**src/rtl/follow_seq.sv**
```systemverilog
// follow_seq: run-control sequencer ahead of the line-follow PID.
// Arms on a stable line, drives go, and decimates raw errors into error/err_vld.
module follow_seq #(
  parameter bit FAST_SIM = 1'b0,
  parameter int DECIM    = 4,
  parameter int ARM_CYC  = 50000,
  parameter int LOST_TO  = 500000
) (
  input  logic        clk,
  input  logic        rst_n,
  input  logic        cmd_start,
  input  logic        cmd_stop,
  input  logic        line_present,
  input  logic [15:0] raw_err,
  input  logic        raw_vld,
  output logic        go,
  output logic [15:0] error,
  output logic        err_vld,
  output logic        lost,
  output logic [2:0]  state
);
  typedef enum logic [2:0] {IDLE = 3'd0, ARM = 3'd1, FOLLOW = 3'd2, LOST = 3'd3, STOP = 3'd4} state_t;
  localparam int ARM_R  = FAST_SIM ? ARM_CYC / 16 : ARM_CYC;
  localparam int LOST_R = FAST_SIM ? LOST_TO / 16 : LOST_TO;
  localparam int ARM_T  = ARM_R > 0 ? ARM_R : 1;
  localparam int LOST_T = LOST_R > 0 ? LOST_R : 1;
  localparam int CW     = $clog2((ARM_T > LOST_T ? ARM_T : LOST_T) + 1);
  localparam logic [CW-1:0] ARM_LAST  = CW'(ARM_T - 1);
  localparam logic [CW-1:0] LOST_LAST = CW'(LOST_T - 1);
  localparam logic [3:0]    DEC_LAST  = 4'(DECIM - 1);
  state_t        state_q, state_d;
  logic [CW-1:0] arm_cnt_q, arm_cnt_d, lost_cnt_q, lost_cnt_d;
  logic [3:0]    decim_cnt_q, decim_cnt_d;
  logic [15:0]   last_err_q, last_err_d, error_q, error_d;
  logic          go_q, go_d, err_vld_q, err_vld_d, lost_q, lost_d;
  logic          dec_hit;
  function automatic logic [CW-1:0] sat_inc(input logic [CW-1:0] c);
    return (&c) ? c : c + CW'(1);
  endfunction
  assign dec_hit = decim_cnt_q == DEC_LAST;
  always_comb begin
    state_d     = state_q;
    arm_cnt_d   = arm_cnt_q;
    lost_cnt_d  = lost_cnt_q;
    decim_cnt_d = decim_cnt_q;
    last_err_d  = last_err_q;
    error_d     = error_q;
    lost_d      = lost_q;
    err_vld_d   = 1'b0;
    case (state_q)
      IDLE, STOP: if (cmd_start) begin
        state_d   = ARM;
        arm_cnt_d = '0;
        lost_d    = 1'b0;
      end
      ARM: if (!line_present) arm_cnt_d = '0;
        else if (arm_cnt_q == ARM_LAST) begin
          state_d     = FOLLOW;
          decim_cnt_d = 4'd0;
        end else arm_cnt_d = sat_inc(arm_cnt_q);
      FOLLOW: if (!line_present) begin
        state_d    = LOST;
        lost_cnt_d = '0;
      end
      LOST: if (line_present) state_d = FOLLOW;
        else if (lost_cnt_q == LOST_LAST) begin
          state_d = STOP;
          lost_d  = 1'b1;
        end else lost_cnt_d = sat_inc(lost_cnt_q);
      default: state_d = IDLE;
    endcase
    // stop overrides every transition, including the lost set/clear it would cause
    if (cmd_stop) begin
      state_d = IDLE;
      lost_d  = lost_q;
    end
    go_d = state_d == FOLLOW || state_d == LOST;
    if (go_q && raw_vld) begin
      decim_cnt_d = dec_hit ? 4'd0 : decim_cnt_q + 4'd1;
      if (dec_hit && state_q == FOLLOW) last_err_d = raw_err;
      if (dec_hit && go_d) begin
        error_d   = state_q == FOLLOW ? raw_err : last_err_q;
        err_vld_d = 1'b1;
      end
    end
  end
  always_ff @(posedge clk or negedge rst_n) begin
    if (!rst_n) begin
      state_q     <= IDLE;
      arm_cnt_q   <= '0;
      lost_cnt_q  <= '0;
      decim_cnt_q <= 4'd0;
      last_err_q  <= 16'd0;
      error_q     <= 16'd0;
      go_q        <= 1'b0;
      err_vld_q   <= 1'b0;
      lost_q      <= 1'b0;
    end else begin
      state_q     <= state_d;
      arm_cnt_q   <= arm_cnt_d;
      lost_cnt_q  <= lost_cnt_d;
      decim_cnt_q <= decim_cnt_d;
      last_err_q  <= last_err_d;
      error_q     <= error_d;
      go_q        <= go_d;
      err_vld_q   <= err_vld_d;
      lost_q      <= lost_d;
    end
  end
  assign go      = go_q;
  assign error   = error_q;
  assign err_vld = err_vld_q;
  assign lost    = lost_q;
  assign state   = state_q;
endmodule

```
**config.mk**
```make
export PLATFORM = sky130hd
export DESIGN_NAME = follow_seq
export DESIGN_NICKNAME = d
export VERILOG_FILES = /design/src/rtl/follow_seq.sv
export SDC_FILE = /design/constraint.sdc
export NUM_CORES = 1
export LEC_CHECK = 0
export ABC_AREA = 1
export CORE_MARGIN = 2
export CORE_UTILIZATION = 52
export CTS_CLUSTER_SIZE = 30
export DETAILED_ROUTE_END_ITERATION = 7
export PLACE_DENSITY = 0.76
export SETUP_SLACK_MARGIN = 0.2
export SLEW_MARGIN = 15
export SYNTH_ARGS = -nofsm -noshare
export SYNTH_HDL_FRONTEND = slang
export SYNTH_SLANG_ARGS = --single-unit
```
**constraint.sdc**
```tcl
create_clock -name clk -period 2 [get_ports clk]
set_clock_uncertainty 0.2 [all_clocks]
set_input_delay 0.4 -clock clk [delete_from_list [all_inputs] [get_ports clk]]
set_output_delay 0.4 -clock clk [all_outputs]
set_load 0.01 [all_outputs]
```
==> results of run 1 <==
## logic make-up (layout without fill, tap and decap cells)
| kind of cell | Yosys count | count (layout) | share of synthesized area |
|---|---|---|---|
| buffers and inverters | 92 | 200 | 0.0819 |
| AO/OA/AOI/OAI | 68 | 68 | 0.0739 |
| AND/OR/NAND/NOR | 401 | 403 | 0.373 |
| adder cells (fa/ha/maj) | 3 | 3 | 0.00806 |
| flip-flops | 80 | 80 | 0.430 |
| XOR/XNOR | 18 | 18 | 0.0338 |
## flip-flops by register name, summed over array words and instances, names as in the netlist
signal,flops
lost,1
state,3
err_vld,1
go,1
last_err_q,16
arm_cnt_q,19
decim_cnt_q,4
error,16
lost_cnt_q,19
## cell type report
cell class,instances,share of cell area
Multi-Input combinational cell,492,0.417
Sequential cell,80,0.309
Timing Repair Buffer,115,0.176
Inverter,70,0.0413
Tap cell,108,0.0207
Clock buffer,9,0.0189
Clock inverter,6,0.0178
## worst paths after layout
check | depth (start not counted) | slack, ps | startpoint | end
min in group asynchronous | 2 | 310 | rst_n | arm_cnt_q[14]$_DFFE_PN0P_
worst max-delay path | 12 | 30 | arm_cnt_q[13]$_DFFE_PN0P_ | arm_cnt_q[17]$_DFFE_PN0P_
worst min-delay path | 2 | 290 | error[5]$_DFFE_PN0P_ | error[5]$_DFFE_PN0P_
max in group asynchronous | 3 | 710 | rst_n | lost_cnt_q[7]$_DFFE_PN0P_
worst min register to register | 2 | 290 | error[5]$_DFFE_PN0P_ | error[5]$_DFFE_PN0P_
worst max register to register | 12 | 30 | arm_cnt_q[13]$_DFFE_PN0P_ | arm_cnt_q[17]$_DFFE_PN0P_
## what timing repair did
item | CTS | global route
setup endpoints to repair | 93 | 73
hold endpoints to repair | 28 | 0
gates cloned | 5 | 2
pin swaps | 14 | 25
gates resized for setup | 67 | 128
hold buffers | 1 | 0
buffers inserted | 21 | 14
## power groups by stage
stage                     Combinational, mW  Sequential, mW  Clock, mW
after floorplan                       0.126            1.70          0
after global placement                0.261            1.70          0
after detailed placement              0.269            1.70          0
after CTS                             0.315            1.67       1.50
after global routing                  0.431            1.67       1.56
final                                 0.397            1.67       1.48
## per-stage QoR
stage	TNS, ps	hold WS, ps	power, mW	utilization
finish	0	290	3.54	0.750
global route	-593	322	3.67	0.750
CTS	0	281	3.48	0.692
detailed placement	-9740	161	1.97	0.624
global placement	-6880	160	1.96	0.624
floorplan	0	-95.6	1.83	-
## synthesized netlist by cell type (2+ instances only)
cell type	count
buf_2	5
nand4_1	32
inv_1	65
inv_2	3
ha_1	3
nor2_1	73
dfrtp_1	80
nand2_2	4
nand3_1	41
nor2_2	3
clkbuf_1	13
a21oi_1	5
nor2_4	2
o21ai_1	5
nand3_4	2
xor2_1	15
buf_6	4
xnor2_1	3
clkinv_1	2
o21ai_0	56
nand2_1	225
nor3_1	14
nand3_2	2
## layer usage
layer,up-vias,part of all wire
li1,2335,-
met1,2335,0.41
met2,200,0.50
met3,32,0.064
met4,0,0.023
met5,-,0
## worst reg2reg max path: cells and delay by family, from the launching register on
family                 cells  cell delay (ps)
buffers and inverters      2              170
and+or+nand+nor           10             1020
DFF                        1              480
## cells in the final DEF, fill, tap and decap left out, types with 4 or more instances in the layout
master | netlist | layout
clkdlybuf4s50_1 | 0 | 20
buf_6 | 4 | 11
dlygate4sd2_1 | 0 | 22
nand2_2 | 4 | 38
o21ai_0 | 56 | 26
inv_2 | 3 | 6
dfrtp_1 | 80 | 67
nor2_1 | 73 | 66
nor3_1 | 14 | 9
o21ai_2 | 0 | 12
nor2_2 | 3 | 5
nand2_1 | 225 | 177
nand3_4 | 2 | 6
inv_1 | 65 | 60
a21oi_1 | 5 | 4
nand3_1 | 41 | 33
o21ai_1 | 5 | 23
nand3_2 | 2 | 8
nor2_4 | 2 | 7
buf_12 | 0 | 6
nand2_4 | 0 | 13
buf_4 | 0 | 49
dfrtp_2 | 0 | 13
nand4_1 | 32 | 32
clkbuf_8 | 0 | 9
xor2_1 | 15 | 15
==> out/results.ini, run 1 <==
[pwr]
leakage_nw = 3.12
power_density_nw_per_um2 = 542
swShare = 0.251
p_switching_uw = 890
p_comb_frac = 0.112
clkPwrFrac = 0.417
p_int_mw = 2.65
ir_drop_uv = 362
seqPwrFrac = 0.471

[sta]
max-slew-margin-rel = 0.718
setup_slack_ps = 27.5
slew_violations = 0
fmax_mhz = 507
final-setup-viol-count = 0
finalCriticalPeriod_ps = 1970
min_period_over_period = 0.986
rsz0062_at_grt = true
worstMarginPinSlew_ps = 423
hold_violations = 0

[placed_design]
pre_cts_slack_ps = -249
portBuffers = 43
dp_cells = 822
place_hpwl_um = 8720
globalplace.congestion = 0.960
place_area_um2 = 5440

[synth]
synth_warnings = 0
syn_inst = 662
yosysTopAreaCell = dfrtp_1
ys_top_cells_by_area = dfrtp_1, nand2_1, o21ai_0
ys_dominant_reg_cell = dfrtp_1
seq_area_frac_synth = 0.430
synth_top_area_share = 0.430
syn-num-nets = 687
synth_cell_types = 28
syn_area_per_cell_um2 = 7.04
synth-edff-count = 0
async_flop_share = 1.00
syn-cell-area_um2 = 4660
ys_ff_latch = 80

[layout]
finalInstanceArea_um2 = 6540
fill_cells = 634
nNetsFinal = 793
seqCellArea_um2 = 2020
stdcell_count = 880
area_growth_pct = 40.4
drive_gt1_frac = 0.269
diodes = 0
multi_input_area_um2 = 2730

[global_routing]
antenna_found_initial = 0
gr-max-usage-layer = met2
gr-total-overflow = 0
grt_pass1_wl_um = 21600
grt_max_degree = 39
grt_use_met3 = 0.0546
grt_pass1_vias = 4653
grtUsageMet2 = 0.456
gr-usage-all-layers = 0.274
gr-usage-met1 = 0.361

[floorplanning]
coreArea_um2 = 8720
dieArea_um2 = 9730
start_util = 0.534
rows = 34
die_x_um = 98.6
die_height_um = 98.6
boundaryPins = 44

[worst_setup_path]
path_max_fanout = 7
cpMostUsedCell = nand2_1
max_stage_delay_ps = 480
path_class = reg -> reg
slowest_stage = dfrtp_1
worstPathArrival_ps = 2020
worstPathRequired_ps = 2050
path_cells = nand2_1, nor2_1, nand2_1, nor2_4, nand3_2, nand2_2, nand2_4, nand2_8, buf_6, inv_6, nand2_2, nand2_1
worstSetupEndpointType = flop
critical_path.top_delay_family = simple AND/OR/NAND/NOR gates
critical_path.startpoint_type = flop
cp_num_buf_inv = 2

[drt]
antenna_left = 0
vias = 4902
routed_wirelength_um = 13600
wl_per_cell_um = 15.5
firstDrtPassIters = 5
drc = 0
vias_per_cell = 5.57
drt_iter0_markers = 370

[cts]
worstSkewPairLatency_ps = 360
cts.path.max_buffers = 2
root_buffer = clkbuf_8
cts_buffers = 9
h-tree-depth = 3
clk_pin_slew_worst_paths_ps = 100
cts_tree = yes
cts_sinks = 80

[outcome]
status = complete, no violations

[worst_hold_path]
hp-class = reg -> reg

[job]
cap_viol_max_count = 0

No activity file was read; power rests on OpenSTA's default activity.
==> run 2, diff against run 1 <==
--- a/config.mk
+++ b/config.mk
@@ -7,11 +7,13 @@
 export LEC_CHECK = 0
 export ABC_AREA = 1
 export CORE_MARGIN = 2
-export CORE_UTILIZATION = 52
+export CORE_UTILIZATION = 55
+export CTS_CLUSTER_DIAMETER = 30
 export CTS_CLUSTER_SIZE = 30
 export DETAILED_ROUTE_END_ITERATION = 7
-export PLACE_DENSITY = 0.76
-export SETUP_SLACK_MARGIN = 0.2
+export DONT_BUFFER_PORTS = 1
+export PLACE_DENSITY = 0.73
+export SETUP_SLACK_MARGIN = 0.5
 export SLEW_MARGIN = 15
 export SYNTH_ARGS = -nofsm -noshare
 export SYNTH_HDL_FRONTEND = slang
==> out/results.ini, run 2 (same netlist as run 1, synthesis figures left out) <==
[outcome]
status = finished with violations
violations = DRC, hold timing, setup timing

[cts]
worstSkewPairLatency_ps = 390
root_buffer = clkbuf_8
cts_buffers = 9
cts_tree = yes
clk_pin_slew_worst_paths_ps = 110
cts_sinks = 80
cts.path.max_buffers = 2
h-tree-depth = 3
hold_buffers = 18

[pwr]
ir_drop_uv = 366
leakage_nw = 3.10
power_density_nw_per_um2 = 509

[placed_design]
dp_cells = 774
place_hpwl_um = 8070
globalplace.congestion = 0.954
portBuffers = 0

[layout]
diodes = 0
mostFrequentLayoutCells = nand2_1, dfrtp_1, buf_4
layout_commonest_cell = nand2_1
stdcell_count = 879
drive_gt1_frac = 0.328
final_util = 0.817
area_growth_pct = 44.0
nNetsFinal = 794
reg.largest.list = arm_cnt_q: 19 flops, lost_cnt_q: 19 flops
fill_cells = 449

[worst_setup_path]
critical_path.startpoint_type = flop
worstSetupEndpointType = flop
path_class = reg -> reg
worstPathRequired_ps = 2070
ff2ff_setup_slack_ps = -180
rr_worst_depth = 6
r2r-start = state[0]$_DFF_PN0_
timing.rr.end = error[0]$_DFFE_PN0P_
path_max_fanout = 8
worstPathArrival_ps = 2250

[drt]
vias_per_cell = 6.38
firstDrtPassIters = 8
drc = 16
antenna_left = 0
routed_wirelength_um = 18800
drt_iter0_markers = 651
vias = 5605
wl_per_cell_um = 21.4

[global_routing]
gr-total-overflow = 0
antenna_found_initial = 0
grt_pass1_vias = 4876
gr-max-usage-layer = met2
grtUsageMet2 = 0.523
grt_pass1_wl_um = 23300
gr-usage-met1 = 0.431
gr-usage-all-layers = 0.327
grt_use_met3 = 0.0603
grt_max_degree = 81

[job]
cap_viol_max_count = 0

[sta]
worstMarginPinSlew_ps = 608
max-slew-margin-rel = 0.590
rsz0062_at_grt = true
hold_ws_ps = -504
final-setup-viol-count = 29
setup_slack_ps = -181
finalCriticalPeriod_ps = 2180
min_period_over_period = 1.09
fin_setup_tns_ps = -1920
slew_violations = 0
fmax_mhz = 458
hold_violations = 81

[worst_hold_path]
hp-class = in -> async

[floorplanning]
die_x_um = 96.0
start_util = 0.567
boundaryPins = 44
coreArea_um2 = 8220
rows = 33
dieArea_um2 = 9220
die_height_um = 96.0

[run 2: repair_timing]
| action | CTS | global route |
|---|---|---|
| gates resized for setup | 82 | 106 |
| setup buffers | 26 | 31 |
| pin swaps | 19 | 37 |
| endpoints found under the setup margin | 83 | 83 |
| cloned | 10 | 4 |
| endpoints found under the hold margin | 105 | 80 |
[run 2: worst max-delay path: stages (launching register included)]
cell	delay, ps
dfrtp_2	500
inv_1	120
o21ai_0	520
nand3_4	280
clkbuf_16	250
nand4_1	70
nand2_1	110
[run 2: area by class of cell]
type,instances,area [um2],share of cell area
well taps,105,131,0.0196
inverters,70,274,0.0408
clock buffers,10,138,0.0205
clock inverters,6,72.6,0.0108
flip-flops and latches,80,2020,0.301
repair buffers,112,1180,0.176
multi-input cells,496,2900,0.432
[run 2: per-stage QoR]
step / cell area, um2 / setup WS [ps] / power [mW]
after floorplan: 4750 / 186 / 1.83
after CTS: 6010 / 118 / 3.26
after detailed placement: 4980 / -68.1 / 1.87
after global placement: 4980 / -19.3 / 1.87
final: 6710 / -181 / 3.42
after global routing: 6710 / -191 / 3.48
[run 2: layer usage]
layer | routed length (um) | part of all wire
met3 | 2180 | 0.12
met1 | 6430 | 0.34
met5 | 0 | 0
met4 | 1520 | 0.081
met2 | 8660 | 0.46
[run 2: how the worst max path moves through the flow]
stage                              start  cells past startpoint                   endpoint
3_5_place_dp   lost_cnt_q[1]$_DFFE_PN0P_                      8  lost_cnt_q[0]$_DFFE_PN0P_
2_1_floorplan   arm_cnt_q[0]$_DFFE_PN0P_                     11      error[10]$_DFFE_PN0P_
5_1_grt        lost_cnt_q[2]$_DFFE_PN0P_                     10       error[0]$_DFFE_PN0P_
4_1_cts         arm_cnt_q[1]$_DFFE_PN0P_                     13  arm_cnt_q[17]$_DFFE_PN0P_
6_report              state[0]$_DFF_PN0_                      6       error[0]$_DFFE_PN0P_
3_3_place_gp    arm_cnt_q[1]$_DFFE_PN0P_                     13  arm_cnt_q[17]$_DFFE_PN0P_
[run 2: where the power goes]
part	switching, mW	leakage [nW]	internal [mW]
logic	0.208	1.92	0.171
clock network	0.732	0.104	0.628
registers	0.0354	1.08	1.64
==> run 3, diff against run 2 <==
--- a/config.mk
+++ b/config.mk
@@ -12,7 +12,8 @@
 export CTS_CLUSTER_SIZE = 30
 export DETAILED_ROUTE_END_ITERATION = 7
 export DONT_BUFFER_PORTS = 1
-export PLACE_DENSITY = 0.73
+export GPL_ROUTABILITY_DRIVEN = 0
+export PLACE_DENSITY = 0.7
 export SETUP_SLACK_MARGIN = 0.5
 export SLEW_MARGIN = 15
 export SYNTH_ARGS = -nofsm -noshare
==> constraint.sdc (replaced) <==
create_clock -name clk -period 2.7 [get_ports clk]
set_clock_uncertainty 0.2 [all_clocks]
set_input_delay 0.54 -clock clk [delete_from_list [all_inputs] [get_ports clk]]
set_output_delay 0.54 -clock clk [all_outputs]
set_load 0.01 [all_outputs]
==> out/results.ini, run 3 (same netlist as run 1, synthesis figures left out) <==
[outcome]
status = finished with violations
violations = hold timing

[layout]
nNetsFinal = 690
mostFrequentLayoutCells = nand2_1, dfrtp_1, nor2_1
stdcell_count = 775
area_growth_pct = 8.17
drive_gt1_frac = 0.0776
reg.largest.list = arm_cnt_q: 19 flops, lost_cnt_q: 19 flops
finalInstanceArea_um2 = 5040
diodes = 0
layout_commonest_cell = nand2_1
fill_cells = 750

[placed_design]
dp_cells = 752
place_area_um2 = 4720
place_hpwl_um = 7370
portBuffers = 0

[global_routing]
grt_pass1_wl_um = 18400
antenna_found_initial = 0
gr-total-overflow = 0
grt_max_degree = 81
grt_pass1_vias = 3928
gr-usage-all-layers = 0.257

[cts]
cts_buffers = 9
root_buffer = clkbuf_8
cts_tree = yes
worstSkewPairLatency_ps = 370
cts.path.max_buffers = 2
clk_pin_slew_worst_paths_ps = 90
h-tree-depth = 3
cts_sinks = 80

[worst_setup_path]
worstSetupEndpointType = flop
path_class = reg -> reg
worstPathRequired_ps = 2760
cp_num_buf_inv = 3
critical_path.startpoint_type = flop
critical_path.top_delay_family = simple AND/OR/NAND/NOR gates
slowest_stage = dfrtp_1
path_max_fanout = 8
path_cells = ha_2, nand2_2, nor2_4, inv_2, nor2_4, nand3_2, nand2_1, inv_1, nand2_4, inv_2, nand2_1, nand2_1
cpMostUsedCell = nand2_1
max_stage_delay_ps = 410
worstPathArrival_ps = 2130

[sta]
max-slew-margin-rel = 0.552
fmax_mhz = 482
min_period_over_period = 0.768
rsz0062_at_grt = false
final-setup-viol-count = 0
finalCriticalPeriod_ps = 2070
worstMarginPinSlew_ps = 667
slew_violations = 0
hold_violations = 80
hold_ws_ps = -343
fin_setup_tns_ps = 0

[floorplanning]
start_util = 0.567
boundaryPins = 44
coreArea_um2 = 8220
die_x_um = 96.0
rows = 33
dieArea_um2 = 9220
die_height_um = 96.0

[pwr]
swShare = 0.259
seqPwrFrac = 0.535
leakage_nw = 2.30
p_comb_frac = 0.052
ir_drop_uv = 304
power_density_nw_per_um2 = 460
clkPwrFrac = 0.413
p_switching_uw = 601
p_int_mw = 1.72

[drt]
vias = 4280
antenna_left = 0
routed_wirelength_um = 11100
drt_iter0_markers = 266
vias_per_cell = 5.52
firstDrtPassIters = 4
wl_per_cell_um = 14.3
drc = 0

[job]
cap_viol_max_count = 0

[worst_hold_path]
hp-class = in -> async

[run 3: cell count changes in the layout (fill, tap and decap cells not counted), sizes merged]
cell,previous run,this run
nand3,48,46
buf,90,11
dlygate4sd3,18,0
nor2,81,78
nand2,229,231
clkbuf,13,10
clkinv,3,2
clkinvlp,1,2
bufbuf,1,0
[run 3: area by class of cell]
type | instances | area (um2) | share of cell area
clock inverter | 6 | 73.8 | 0.0147
multi-input combinational | 493 | 2350 | 0.466
timing repair buffer | 11 | 82.6 | 0.0164
sequential | 80 | 2000 | 0.398
tap | 105 | 131 | 0.0261
inverter | 70 | 263 | 0.0521
clock buffer | 10 | 138 | 0.0273
[run 3: repair_timing]
action | in CTS | in global routing
pin swaps | 2 | 2
gates cloned | 2 | 1
buffers inserted | 2 | 2
hold endpoints to repair | 80 | 80
endpoints found under the setup margin | 36 | 72
resized for setup | 4 | 7
[run 3: per-layer routing]
metal  track usage  share of wire  routed length [um]
met1         0.350           0.45                4950
met2         0.404           0.47                5210
met3        0.0454          0.061                 677
met4         0.107          0.022                 247
met5             0              0                   0
[run 3: worst paths after layout]
| check | start | to | slack [ps] | cells after the start |
|---|---|---|---|---|
| max | arm_cnt_q[1]$_DFFE_PN0P_ | arm_cnt_q[17]$_DFFE_PN0P_ | 630 | 12 |
| min reg2reg | last_err_q[1]$_DFFE_PN0P_ | last_err_q[1]$_DFFE_PN0P_ | 290 | 2 |
| max reg2reg | arm_cnt_q[1]$_DFFE_PN0P_ | arm_cnt_q[17]$_DFFE_PN0P_ | 630 | 12 |
| max in group asynchronous | rst_n | lost_cnt_q[1]$_DFFE_PN0P_ | 2520 | 0 |
| min in group clk | cmd_stop | state[0]$_DFF_PN0_ | 30 | 1 |
| min | rst_n | arm_cnt_q[13]$_DFFE_PN0P_ | -340 | 0 |
[run 3: power groups by stage]
stage | registers [mW] | clock network (mW) | logic [mW]
2_1_floorplan | 1.26 | 0 | 0.0916
3_3_place_gp | 1.26 | 0 | 0.0986
3_5_place_dp | 1.26 | 0 | 0.101
4_1_cts | 1.24 | 0.973 | 0.109
5_1_grt | 1.24 | 1.02 | 0.135
6_report | 1.24 | 0.957 | 0.121
[run 3: metrics by stage]
step	util	hold WS [ps]	setup WS [ps]	power, mW
after floorplan	-	44.4	765	1.35
after global placement	0.575	47.0	418	1.36
after detailed placement	0.575	46.8	352	1.37
after CTS	0.606	-356	506	2.32
after global routing	0.613	-361	510	2.40
final	0.613	-343	626	2.32
